## src/rtl/fpgapu_pkg.sv

```systemverilog
// Shared audio-core definitions: song ROM geometry and note/order word layouts
// used by the pattern sequencers and the ROM arbiter.
package fpgapu_pkg;

  localparam int ROM_ADDR_W = 8;
  localparam int ROM_DATA_W = 16;

  localparam int NOTE_PITCH_LSB = 0;
  localparam int NOTE_PITCH_W   = 6;
  localparam int NOTE_LEN_LSB   = 6;
  localparam int NOTE_LEN_W     = 5;
  localparam int NOTE_INST_LSB  = 11;
  localparam int NOTE_INST_W    = 4;

  localparam int ORDER_PADDR_LSB = 0;
  localparam int ORDER_PADDR_W   = 8;
  localparam int ORDER_PLEN_LSB  = 8;
  localparam int ORDER_PLEN_W    = 8;

  // Bit 15 of a note word is reserved.
  typedef struct packed {
    logic                   rsvd;
    logic [NOTE_INST_W-1:0] instrument;
    logic [NOTE_LEN_W-1:0]  length;
    logic [NOTE_PITCH_W-1:0] pitch;
  } note_word_t;

  typedef struct packed {
    logic [ORDER_PLEN_W-1:0]  pat_len;
    logic [ORDER_PADDR_W-1:0] pat_addr;
  } order_word_t;

endpackage

```

## src/rtl/song_rom_arbiter_if.sv

```systemverilog
// Channel-side request/grant/response bundle between the pattern sequencers
// and the song ROM arbiter.
interface song_rom_arbiter_if
  import fpgapu_pkg::*;
#(
  parameter int NUM_REQ = 4,
  parameter int ADDR_W  = ROM_ADDR_W,
  parameter int DATA_W  = ROM_DATA_W
);
  logic [NUM_REQ-1:0]        i_req;
  logic [NUM_REQ*ADDR_W-1:0] i_addr;
  logic [NUM_REQ-1:0]        o_gnt;
  logic [NUM_REQ-1:0]        o_rvalid;
  logic [DATA_W-1:0]         o_rdata;

  modport master (output i_req, i_addr, input o_gnt, o_rvalid, o_rdata);
  modport slave  (input i_req, i_addr, output o_gnt, o_rvalid, o_rdata);
endinterface

```

## src/rtl/song_rom_arbiter_rr_priority_encoder.sv

```systemverilog
// Circular find-first-set starting at ptr; yields a one-hot grant and its index.
module rr_priority_encoder #(
  parameter int N     = 4,
  parameter int IDX_W = 2
) (
  input  logic [N-1:0]     req,
  input  logic [IDX_W-1:0] ptr,
  output logic [N-1:0]     gnt,
  output logic [IDX_W-1:0] idx
);

  logic [2*N-1:0] dbl;
  logic [2*N-1:0] masked;
  logic [2*N-1:0] first;

  // Bits below ptr are masked in the low copy only; the upper copy then
  // supplies the wrapped-around candidates, so a single isolate-lowest-set
  // covers the whole circular search.
  always_comb begin
    dbl    = {req, req};
    masked = dbl & ({(2*N){1'b1}} << ptr);
    first  = masked & (~masked + {{(2*N-1){1'b0}}, 1'b1});
    gnt    = first[N-1:0] | first[2*N-1:N];
  end

  always_comb begin
    idx = '0;
    for (int unsigned k = 0; k < unsigned'(N); k++) begin
      if (gnt[k]) idx = IDX_W'(k);
    end
  end

endmodule

```

## src/rtl/song_rom_arbiter.sv

```systemverilog
// Round-robin (or fixed-priority) sharing of the synchronous song ROM between
// NUM_REQ sequencer channels; read data returns one cycle after the grant.
module song_rom_arbiter
  import fpgapu_pkg::*;
#(
  parameter int NUM_REQ     = 4,
  parameter int ADDR_W      = ROM_ADDR_W,
  parameter int DATA_W      = ROM_DATA_W,
  parameter int ROUND_ROBIN = 1
) (
  input  logic               i_clk,
  input  logic               i_rst_n,
  song_rom_arbiter_if.slave  chan,
  output logic [ADDR_W-1:0]  o_rom_addr,
  input  logic [DATA_W-1:0]  i_rom_data
);

  localparam int PTR_W = (NUM_REQ > 1) ? $clog2(NUM_REQ) : 1;

  logic [PTR_W-1:0]   ptr;
  logic [PTR_W-1:0]   enc_ptr;
  logic [PTR_W-1:0]   win_idx;
  logic [PTR_W-1:0]   ptr_nxt;
  logic [NUM_REQ-1:0] enc_gnt;
  logic [NUM_REQ-1:0] gnt;
  logic [NUM_REQ-1:0] rv_q;
  logic [ADDR_W-1:0]  addr_mux;
  logic               any_gnt;

  assign enc_ptr = (ROUND_ROBIN != 0) ? ptr : '0;

  rr_priority_encoder #(
    .N     (NUM_REQ),
    .IDX_W (PTR_W)
  ) u_enc (
    .req (chan.i_req),
    .ptr (enc_ptr),
    .gnt (enc_gnt),
    .idx (win_idx)
  );

  always_comb begin
    gnt     = i_rst_n ? enc_gnt : '0;
    any_gnt = |gnt;
    ptr_nxt = (win_idx == PTR_W'(NUM_REQ - 1)) ? '0 : win_idx + PTR_W'(1);
  end

  // AND-OR mux keyed on the one-hot grant: zero address when nothing is granted.
  always_comb begin
    addr_mux = '0;
    for (int unsigned k = 0; k < unsigned'(NUM_REQ); k++) begin
      if (gnt[k]) addr_mux = addr_mux | chan.i_addr[k*ADDR_W +: ADDR_W];
    end
  end

  always_ff @(posedge i_clk or negedge i_rst_n) begin
    if (!i_rst_n) begin
      ptr  <= '0;
      rv_q <= '0;
    end else begin
      rv_q <= gnt;
      if (any_gnt) ptr <= ptr_nxt;
    end
  end

  assign chan.o_gnt    = gnt;
  assign chan.o_rvalid = rv_q;
  assign chan.o_rdata  = i_rom_data;
  assign o_rom_addr    = addr_mux;

endmodule

```

## src/flat_wrapper.sv

```systemverilog
// flat-port wrapper written by rule: the top's interface ports become plain ports
module song_rom_arbiter_flat import fpgapu_pkg::*;
#(
  parameter int NUM_REQ     = 4,
  parameter int ADDR_W      = ROM_ADDR_W,
  parameter int DATA_W      = ROM_DATA_W,
  parameter int ROUND_ROBIN = 1
)
  (i_clk, i_rst_n, o_rom_addr, i_rom_data, chan_i_req, chan_i_addr, chan_o_gnt, chan_o_rvalid, chan_o_rdata);
  song_rom_arbiter_if #(.NUM_REQ(NUM_REQ), .ADDR_W(ADDR_W), .DATA_W(DATA_W)) chan_i ();
  input  logic i_clk;
  input  logic i_rst_n;
  output logic [ADDR_W-1:0] o_rom_addr;
  input  logic [DATA_W-1:0] i_rom_data;
  input wire logic [$bits(chan_i.i_req)-1:0] chan_i_req;
  input wire logic [$bits(chan_i.i_addr)-1:0] chan_i_addr;
  output wire logic [$bits(chan_i.o_gnt)-1:0] chan_o_gnt;
  output wire logic [$bits(chan_i.o_rvalid)-1:0] chan_o_rvalid;
  output wire logic [$bits(chan_i.o_rdata)-1:0] chan_o_rdata;
  assign chan_i.i_req = chan_i_req;
  assign chan_i.i_addr = chan_i_addr;
  assign chan_o_gnt = chan_i.o_gnt;
  assign chan_o_rvalid = chan_i.o_rvalid;
  assign chan_o_rdata = chan_i.o_rdata;
  song_rom_arbiter #(.NUM_REQ(NUM_REQ), .ADDR_W(ADDR_W), .DATA_W(DATA_W), .ROUND_ROBIN(ROUND_ROBIN)) u_core (.i_clk(i_clk), .i_rst_n(i_rst_n), .chan(chan_i), .o_rom_addr(o_rom_addr), .i_rom_data(i_rom_data));
endmodule
```

## config.mk

```make
export PLATFORM = sky130hd
export DESIGN_NAME = song_rom_arbiter_flat
export DESIGN_NICKNAME = d
export VERILOG_FILES = /design/src/rtl/fpgapu_pkg.sv /design/src/rtl/song_rom_arbiter_if.sv /design/src/rtl/song_rom_arbiter_rr_priority_encoder.sv /design/src/rtl/song_rom_arbiter.sv /design/src/flat_wrapper.sv
export SDC_FILE = /design/constraint.sdc
export NUM_CORES = 1
export LEC_CHECK = 0
export BUFFER_PORTS_ARGS = -buffer_cell sky130_fd_sc_hd__buf_2
export CAP_MARGIN = 5
export CELL_PAD_IN_SITES_DETAIL_PLACEMENT = 0
export CELL_PAD_IN_SITES_GLOBAL_PLACEMENT = 1
export CORE_UTILIZATION = 19
export CTS_CLUSTER_DIAMETER = 200
export DETAILED_ROUTE_END_ITERATION = 8
export PLACE_DENSITY = 0.85
export SLEW_MARGIN = 0
export SYNTH_ARGS = -nofsm -noshare
export SYNTH_HDL_FRONTEND = slang
export SYNTH_SLANG_ARGS = --single-unit
```

## constraint.sdc

```tcl
create_clock -name i_clk -period 2.28 [get_ports i_clk]
set_input_delay 0.57 -clock i_clk [delete_from_list [all_inputs] [get_ports i_clk]]
set_output_delay 0.57 -clock i_clk [all_outputs]
set_load 0.01 [all_outputs]
```

==> impl_metrics.json <==
{
  "finalWirelength_mm": 1.93,
  "wl_per_cell_um": 11.5,
  "cap_violations": 0,
  "fp.dieW_um": 60.4,
  "tightest_slew_ns": 0.183,
  "cts_num_sinks": 6,
  "htreeDepth": 1,
  "synth_area_leaders": "dfrtp_1, buf_4, a22oi_1, o21ai_0, o21a_1",
  "tritoncts": "yes",
  "design_area_um2": 956,
  "fin_util": 0.303,
  "dp_hpwl_mm": 1.59,
  "grt_pass1_vias": 735,
  "period_share": 0.995,
  "initial_core_util": 0.206,
  "timing.rr.start": "u_core.enc_ptr[1]",
  "slowest_stage": "o21a_1",
  "startpoint_type": "primary input",
  "r2r_cells": 6,
  "rows": 20,
  "yosysSeqAreaShare": 0.232,
  "placed_area_um2": 901,
  "cpPeakStageDelay_ns": 0.20,
  "vias": 754,
  "cts-root-buf": "clkbuf_4",
  "cp.required_ns": 1.71,
  "diodes": 0,
  "slew_violations": 0,
  "ant_nets": 0,
  "yosysTopAreaCellShare": 0.232,
  "period_needed_ns": 2.27,
  "ir_worst_vdd_mv": 0.234,
  "drive_gt1_frac": 0.581,
  "grt_overflow_total": 0,
  "ys_ff_latch": 6,
  "syn_avg_cell_area_um2": 8.20,
  "grt_max_degree": 13,
  "grt_pass1_wl_mm": 3.04,
  "clockBufferDepth": 2,
  "yosysUniqueCellTypes": 19,
  "min_path_type": "primary input to asynchronous set/reset pin",
  "yosysTopAreaCell": "dfrtp_1",
  "setup_viol": 0,
  "syn-cell-area_um2": 648,
  "rsz0062_at_grt": "yes",
  "ios": 86,
  "r2r_slack_ns": 0.82,
  "regToRegEndpoint": "u_core.enc_ptr[1]",
  "critical_path_class": "primary input to primary output",
  "ys_warn_count": 0,
  "syn_to_final_growth_pct": 47.5,
  "final_cell_mix": "buf_2, a22oi_1, o21ai_1, o21a_1",
  "fmax_mhz": 441,
  "clkSlewWorstSetupHoldPaths_ns": 0.05,
  "via_per_inst": 4.49,
  "status": "finished, final reports clean",
  "cts_buffers": 3,
  "die-area_um2": 3650,
  "powerDensity_nw_per_um2": 773,
  "finalWeightedCongestion": 0.757,
  "drtIter0Drc": 41,
  "port_buffers": 53,
  "drcViolationCount": 0,
  "synth_nets": 133,
  "grt_usage": 0.110,
  "dr.pass1.iters": 4,
  "syn-instance-count": 79,
  "power.leakage_uw": 0.000490,
  "crit_top_cell": "buf_2",
  "final_common_cell": "buf_2",
  "relSlewSlack": 0.877,
  "finClkSkew_ns": 0.00298,
  "clk_latency_ns": 0.24,
  "finalHoldViolCount": 0,
  "critPathCaptureType": "primary output",
  "totalPowerFinal_uw": 739,
  "core_area_um2": 3150,
  "cp.arrival_ns": 1.70,
  "die_h_um": 60.4,
  "cp_cell_sequence": "buf_2 -> nor2b_1 -> o21a_1 -> nor3_4 -> buf_6 -> a22oi_1 -> o21ai_1 -> buf_2",
  "finalSetupTns_ns": 0,
  "crit_fanout": 7,
  "finalNetCount": 180,
  "antenna_found_initial": 0
}
## layer usage
layer | vias to the layer above | GRT usage | share of wire
met5 | - | 0 | 0
met4 | 0 | 0.0532 | 0
met3 | 0 | 0.0299 | 0.085
met2 | 39 | 0.188 | 0.54
met1 | 348 | 0.126 | 0.37
li1 | 367 | - | -
## kinds of logic (layout without fill, tap and decap cells)
| logic type | count (synthesis) | after routing | share of synthesized area |
|---|---|---|---|
| AO/OA/AOI/OAI | 40 | 40 | 0.417 |
| buffers and inverters | 21 | 66 | 0.228 |
| AND/OR/NAND/NOR | 12 | 12 | 0.124 |
| flip-flops | 6 | 6 | 0.232 |
## timing repair
| action | CTS | global route |
|---|---|---|
| resized for setup | 4 | 14 |
| hold buffers | 0 | 0 |
| pin swaps | 1 | 3 |
| setup buffers | 0 | 0 |
| endpoints found under the setup margin | 9 | 9 |
| hold endpoints to repair | 0 | 0 |
| cloned | 0 | 0 |
## through the flow
stage                     setup slack (ns)  instances  hold slack, ns
final                               0.0110        168           0.280
after global routing               -0.0890        168           0.286
after CTS                          0.00314        168           0.277
after detailed placement            -0.106        165           0.536
after global placement             -0.0361        165           0.525
after floorplan                      0.192         79           0.274
## critical path, delay by kind of cell
kind | cells | cell delay (ns)
compound gates | 3 | 0.37
buf+inv | 3 | 0.42
simple gates | 2 | 0.33
## Yosys cell counts (all sizes together)
cell type,n
o21a,5
and3,2
nor2,2
nand2b,1
buf,19
o21ai,12
a21o,1
a21bo,2
a21oi,2
nor2b,3
a22oi,16
a2bb2oi,1
o22ai,1
nor3,1
and2,3
inv,2
dfrtp,6
## where the power goes
part	switching [µW]	total, µW	internal [µW]
Clock	37.7	97.3	59.5
Combinational	217	459	242
Sequential	43.4	183	140
## area by class of cell
class	count	area, µm²
clock buffer	3	22.5
tap	44	55.1
sequential	6	153
timing repair buffer	61	349
inverter	2	7.51
multi-input combinational	52	369
fill	360	2200
## flip-flops by register name (all words and copies together) (netlist names)
signal,cells
u_core.chan.o_rvalid,4
u_core.enc_ptr,2
## worst max path at each step
stage / from / to / slack [ns] / depth (start not counted)
final: chan_i_req[2] / o_rom_addr[0] / 0.01 / 8
after global routing: u_core.enc_ptr[1] / o_rom_addr[1] / -0.09 / 7
after CTS: u_core.enc_ptr[1] / o_rom_addr[1] / 0.003 / 7
after detailed placement: chan_i_req[3] / o_rom_addr[0] / -0.11 / 7
after global placement: chan_i_req[3] / o_rom_addr[4] / -0.04 / 7
after floorplan: chan_i_req[2] / o_rom_addr[0] / 0.19 / 5
Note: power is estimated with default switching activity, not from simulation.
